File: src/rtl/mem_stage_ctrl.sv
// MEM-stage data-memory sequencer with pipeline stall.
// Optional request timeout enabled by defining MEM_TIMEOUT_EN.
module mem_stage_ctrl #(
    parameter int ADDR_W  = 32,
    parameter int DATA_W  = 32,
    parameter int TIMEOUT = 255
) (
    input  logic              clk_i,
    input  logic              rst_i,
    input  logic              MemRead_i,
    input  logic              MemWrite_i,
    input  logic [ADDR_W-1:0] addr_i,
    input  logic [DATA_W-1:0] wdata_i,
    output logic              stall_o,
    output logic [DATA_W-1:0] rdata_o,
    output logic              mem_req_o,
    output logic              mem_we_o,
    output logic [ADDR_W-1:0] mem_addr_o,
    output logic [DATA_W-1:0] mem_wdata_o,
    input  logic              mem_ack_i,
    input  logic [DATA_W-1:0] mem_rdata_i,
    output logic              err_o
);

    typedef enum logic [1:0] {
        S_IDLE,
        S_REQ,
        S_DONE
    } state_e;

    if (TIMEOUT < 1 || TIMEOUT > 65535) begin : g_bad_timeout
        $error("TIMEOUT out of range");
    end

    state_e            state_q, state_d;
    logic              req_q, req_d;
    logic              we_q, we_d;
    logic [ADDR_W-1:0] addr_q, addr_d;
    logic [DATA_W-1:0] wdata_q, wdata_d;
    logic [DATA_W-1:0] rdata_q, rdata_d;
    logic              acc;

    // Byte offset is dropped: the memory is word-addressed.
    logic unused_addr_bits;
    assign unused_addr_bits = ^addr_i[1:0];

`ifdef MEM_TIMEOUT_EN
    localparam logic [15:0] TO_LAST = 16'(TIMEOUT - 1);
    logic [15:0] cnt_q, cnt_d;
    logic        err_q, err_d;
`endif

    assign acc = MemRead_i | MemWrite_i;

    // Next-state, datapath captures and the combinational stall.
    always_comb begin
        state_d = state_q;
        req_d   = req_q;
        we_d    = we_q;
        addr_d  = addr_q;
        wdata_d = wdata_q;
        rdata_d = rdata_q;
        stall_o = 1'b0;
`ifdef MEM_TIMEOUT_EN
        cnt_d   = cnt_q;
        err_d   = err_q;
`endif
        unique case (state_q)
            S_IDLE: begin
                stall_o = acc;
                if (acc) begin
                    addr_d  = {addr_i[ADDR_W-1:2], 2'b00};
                    wdata_d = wdata_i;
                    we_d    = MemWrite_i;
                    req_d   = 1'b1;
                    state_d = S_REQ;
`ifdef MEM_TIMEOUT_EN
                    cnt_d   = '0;
`endif
                end
            end
            S_REQ: begin
                stall_o = 1'b1;
                if (mem_ack_i) begin
                    req_d   = 1'b0;
                    state_d = S_DONE;
                    if (!we_q) begin
                        rdata_d = mem_rdata_i;
                    end
                end
`ifdef MEM_TIMEOUT_EN
                else if (cnt_q == TO_LAST) begin
                    req_d   = 1'b0;
                    rdata_d = '0;
                    err_d   = 1'b1;
                    state_d = S_DONE;
                end else begin
                    cnt_d = cnt_q + 16'd1;
                end
`endif
            end
            S_DONE: begin
                // EX/MEM still holds the finished instruction here.
                state_d = S_IDLE;
            end
            default: begin
                state_d = S_IDLE;
            end
        endcase
    end

    // State and output registers with synchronous active-low reset.
    always_ff @(posedge clk_i) begin
        if (!rst_i) begin
            state_q <= S_IDLE;
            req_q   <= 1'b0;
            we_q    <= 1'b0;
            addr_q  <= '0;
            wdata_q <= '0;
            rdata_q <= '0;
`ifdef MEM_TIMEOUT_EN
            cnt_q   <= '0;
            err_q   <= 1'b0;
`endif
        end else begin
            state_q <= state_d;
            req_q   <= req_d;
            we_q    <= we_d;
            addr_q  <= addr_d;
            wdata_q <= wdata_d;
            rdata_q <= rdata_d;
`ifdef MEM_TIMEOUT_EN
            cnt_q   <= cnt_d;
            err_q   <= err_d;
`endif
        end
    end

    assign mem_req_o   = req_q;
    assign mem_we_o    = we_q;
    assign mem_addr_o  = addr_q;
    assign mem_wdata_o = wdata_q;
    assign rdata_o     = rdata_q;

`ifdef MEM_TIMEOUT_EN
    assign err_o = err_q;
`else
    assign err_o = 1'b0;
`endif

endmodule

File: config.mk
export PLATFORM = sky130hd
export DESIGN_NAME = mem_stage_ctrl
export DESIGN_NICKNAME = d
export VERILOG_FILES = /design/src/rtl/mem_stage_ctrl.sv
export SDC_FILE = /design/constraint.sdc
export NUM_CORES = 1
export LEC_CHECK = 0
export CORE_MARGIN = 2
export CORE_UTILIZATION = 43
export DETAILED_ROUTE_END_ITERATION = 8
export PLACE_DENSITY_LB_ADDON = 0.12
export SYNTH_ARGS = -nofsm -noshare
export SYNTH_HDL_FRONTEND = slang
export SYNTH_SLANG_ARGS = --single-unit
File: constraint.sdc
create_clock -name clk_i -period 3.43 [get_ports clk_i]
set_clock_uncertainty 0.1 [all_clocks]
set_input_delay 1.029 -clock clk_i [delete_from_list [all_inputs] [get_ports clk_i]]
set_output_delay 1.029 -clock clk_i [all_outputs]
set_load 0.03 [all_outputs]
== Word level (Yosys, flattened, before mapping) ==
Index checks and enable logic that the tools add are counted.
Word-level totals
  register bits after elaboration: 98
  latch bits: 0
  bits in writable memories: 0
  memory bits (read-only): 0
  input bits: 101
  output and inout port bits: 100
  word-level logic and storage cells: 24
  memories: 0
Operators by class
  add/sub/neg operators: 0
  multipliers: 0
  div/mod/pow operators: 0
  order comparisons: 0
  equal/unequal tests: 3
  shifts and indexed selects: 0
  muxes and demuxes: 7
  bitwise operators: 2
  reductions and logical operators: 6
Operators with widths (count)
  $reduce_and A3 Y1: 2
  $mux W2: 2
  $ne A2 B2 Y1 const B: 2
  $pmux W1 S2: 2
  $pmux W2 S2: 1
  $reduce_and A2 Y1: 2
  $eq A2 B1 Y1 const B: 1
  $logic_not A2 Y1: 1
  $mux W1: 2
  $reduce_bool A2 Y1: 1
  $not A1 Y1: 1
  $or A1 B1 Y1: 1

== Logic depth before layout (Yosys ltp) ==
  depth after elaboration: 3
  gate-level depth with buffers: 5

== Least setup slack after synthesis ==
Ideal clock, no wire load.
  path type: input to output
  start point: in MemWrite_i
  end point: out stall_o
  arrival time: 1.486 ns
  slack: 0.815 ns
  stages: 2
  path buffers: 0
  cells stage by stage: nor3_1 > nor2_1
Between the ends
  longest elaborated chain between the ends: 2
RTL lines
  from (decl): line 11  | input logic MemWrite_i,
  $or A1 B1 Y1: line 53  | assign acc = MemRead_i | MemWrite_i;
  $pmux W1 S2: line 68  | unique case (state_q)
  to (decl): line 14  | output logic stall_o,
No other way between the ends.

== Worst setup path in the final report ==
Ends and elaborated chain as after synthesis.

==> results.yml <==
route:
  drt-wirelength-per-cell_um: 13.5
  drt-vias-per-instance: 4.74
  dr_total_vias: 3411
  drtPass1Iterations: 5
  wl_mm: 9.72
  drt_iter0_drc: 55
  drt.antenna.violating_nets: 0
  drc: 0
sta:
  worstMarginPinSlew_ns: 0.594
  fmax_ghz: 0.324
  slew_headroom_pct: 60.4
  setup_tns_ns: 0
  rsz0062_at_grt: "no"
  period_share_pct: 90.0
  setup_ws_ns: 0.342
  final_max_slew_viol_count: 0
  hold_violations: 0
  whs_ns: 0.356
  setup-violations-final: 0
  min_period_ns: 3.09
clock_network:
  cts_tree: "built"
  h-tree-depth: 3
  numCtsBuffers: 9
  clk_pin_slew_worst_paths_ns: 0.09
  clk-insertion-delay-late_ns: 0.33
  hold_buffers: 0
  clockBufferDepth: 2
  cts_setup_buffers: 0
  cts-resized-gates: 0
  clock-root-buffer: "clkbuf_8"
  cts.sinks: 98
power_and_ir_drop:
  p_leak_nw: 2.37
  clock_power_share_pct: 27.1
  ir_drop_mv: 0.308
  combinationalPowerShare_pct: 25.6
  power_switching_share_pct: 29.5
  finalPower_mw: 2.67
  powerDensity_mw_per_mm2: 451
  p_switching_uw: 789
  p_int_mw: 1.88
  p_seq_share_pct: 47.4
floorplanning:
  start_util_pct: 44.5
  ioPinCount: 201
  die_y_um: 99.0
  rows: 34
  core_sq_mm: 0.00872
  dieArea_sq_mm: 0.00979
  die-width_um: 99.0
setup_path:
  cp_max_fo: 3
  cp-end-kind: "output pin"
  worst_path_max_delay_cell: "clkdlybuf4s50_1"
  max_stage_delay_ns: 0.46
  worstPathRequired_ns: 2.30
  arrival_ns: 1.96
  critPathKind: "primary input to output pin"
  ff2ff_path_depth: 4
  cp-start-kind: "primary input"
  crit_chain: "clkdlybuf4s50_1 > nor3_1 > nor2_1 > buf_4"
synthesis:
  yosysTopAreaCell: "dfxtp_1"
  synth_cell_types: 22
  netlist.area_leader.share_pct: 50.6
  syn_inst: 432
  syn_area_sq_mm: 0.00388
  yosysWarnings: 0
  synth.area.top_cells: "dfxtp_1 (51%), mux2i_1 (16%), nand2_1 (15%)"
  seq_area_frac_synth_pct: 50.6
  ys_ff_latch: 98
  synth.avg_cell_area_sq_um: 8.98
final_layout:
  n_antenna_cell: 0
  utilization_pct: 68.0
  syn_to_final_growth_pct: 53.0
  layout.nets: 707
  drive_gt1_share_pct: 3.93
placed_design:
  gp_congestion: 0.808
  dp_hpwl_mm: 6.93
  io_buffers: 195
  dp_worst_setup_slack_ns: 0.344
global_routing:
  use_met2_pct: 33.7
  grtUsageMet1_pct: 22.7
  top_usage_layer: "met2"
  track_usage_pct: 19.7
  grt_pass1_vias: 3471
  grt_first_pass_wirelength_mm: 15.7
  gr-total-overflow: 0
  grt_util_met3_pct: 6.52
  grt_max_degree: 77
  antenna_found_initial: 0
min_path:
  hp-class: "register to register"
  hold_path_depth: 2
flow_run:
  maxCapViolCount: 0
outcome:
  outcome: "complete, no violations"
[cell usage in the layout, fill, tap and decap left out]
cell type and instances:
clkdlybuf4s50_1 193, nand2_1 158, dfxtp_1 98, mux2i_1 62, nand3_1 32, o21ai_1 32, clkbuf_8 9, conb_1 3
buf_4 3, buf_12 3, clkbuf_1 2, clkinv_2 2, clkinvlp_4 2, nor3_1 1, nor2_1 1, nor2_2 1
o21a_4 1, nand4bb_2 1, and3_1 1, nor3b_1 1, a21oi_1 1, a31o_1 1, o21a_2 1, o21a_1 1
bufinv_16 1
[registers in the layout (all words and copies together), names as in the netlist]
name         cells
mem_wdata_o     32
rdata_o         32
mem_addr_o      30
state_q          2
mem_req_o        1
mem_we_o         1
[final timing paths]
path | start | slack (ns) | end
max | MemWrite_i | 0.34 | stall_o
min | rdata_o[30]$_SDFFE_PN0P_ | 0.36 | rdata_o[30]$_SDFFE_PN0P_
max reg2reg | state_q[1]$_SDFFE_PN0P_ | 1.71 | mem_wdata_o[24]$_SDFFE_PN0P_
min reg2reg | rdata_o[30]$_SDFFE_PN0P_ | 0.36 | rdata_o[30]$_SDFFE_PN0P_
[per-stage QoR]
stage,instances,instance area [sq um]
global route,719,5930
detailed placement,703,5750
global placement,703,5750
floorplan,434,3880
CTS,719,5930
finish,719,5930
[power by group through the flow]
stage | clock network [mW] | logic (mW) | registers (mW)
2_1_floorplan | 0 | 0.246 | 1.46
3_3_place_gp | 0 | 0.676 | 1.29
3_5_place_dp | 0 | 0.688 | 1.29
4_1_cts | 0.743 | 0.690 | 1.27
5_1_grt | 0.787 | 0.728 | 1.28
6_report | 0.724 | 0.683 | 1.27
[area by class of cell]
| cell class | count | area (sq um) |
|---|---|---|
| Tap cell | 108 | 135 |
| Sequential cell | 98 | 1960 |
| Timing Repair Buffer | 199 | 2010 |
| Clock buffer | 11 | 131 |
| Clock inverter | 5 | 55.1 |
| Multi-Input combinational cell | 298 | 1640 |
| Fill cell | 744 | 2790 |
[worst max-delay path, delay by kind of cell]
family	cells	cell delay [ns]
simple gates	2	0.30
buf+inv	2	0.63
[logic make-up (layout without fill, tap and decap cells)]
family / count (synthesis) / after routing / share of synthesized area, %
other: 1 / 3 / 0.0967
muxes: 62 / 62 / 16.0
AOI/OAI and AO/OA: 37 / 37 / 5.29
buffers and inverters: 38 / 215 / 7.55
and+or+nand+nor: 196 / 196 / 20.5
DFF: 98 / 98 / 50.6
[cell usage after synthesis]
| master | number |
|---|---|
| o21a_1 | 1 |
| conb_1 | 1 |
| o21ai_1 | 32 |
| buf_1 | 2 |
| a31o_1 | 1 |
| nor2_1 | 1 |
| a21oi_1 | 1 |
| nor3_1 | 1 |
| o21a_4 | 1 |
| and3_1 | 1 |
| nand2_1 | 158 |
| nand3_1 | 32 |
| dfxtp_1 | 98 |
| nor2_2 | 1 |
| o21a_2 | 1 |
| mux2i_1 | 62 |
| nor3b_1 | 1 |
| clkbuf_1 | 14 |
| buf_4 | 7 |
| buf_2 | 8 |
| nand4bb_1 | 1 |
| buf_12 | 7 |
[routing by layer]
layer / wire (um) / vias to the layer above / share of wire (%)
li1: - / 1745 / -
met1: 4140 / 1524 / 43
met2: 4640 / 126 / 48
met3: 707 / 16 / 7.3
met4: 234 / 0 / 2.4
met5: 0 / - / 0
Note: power is estimated with default switching activity, not from simulation.
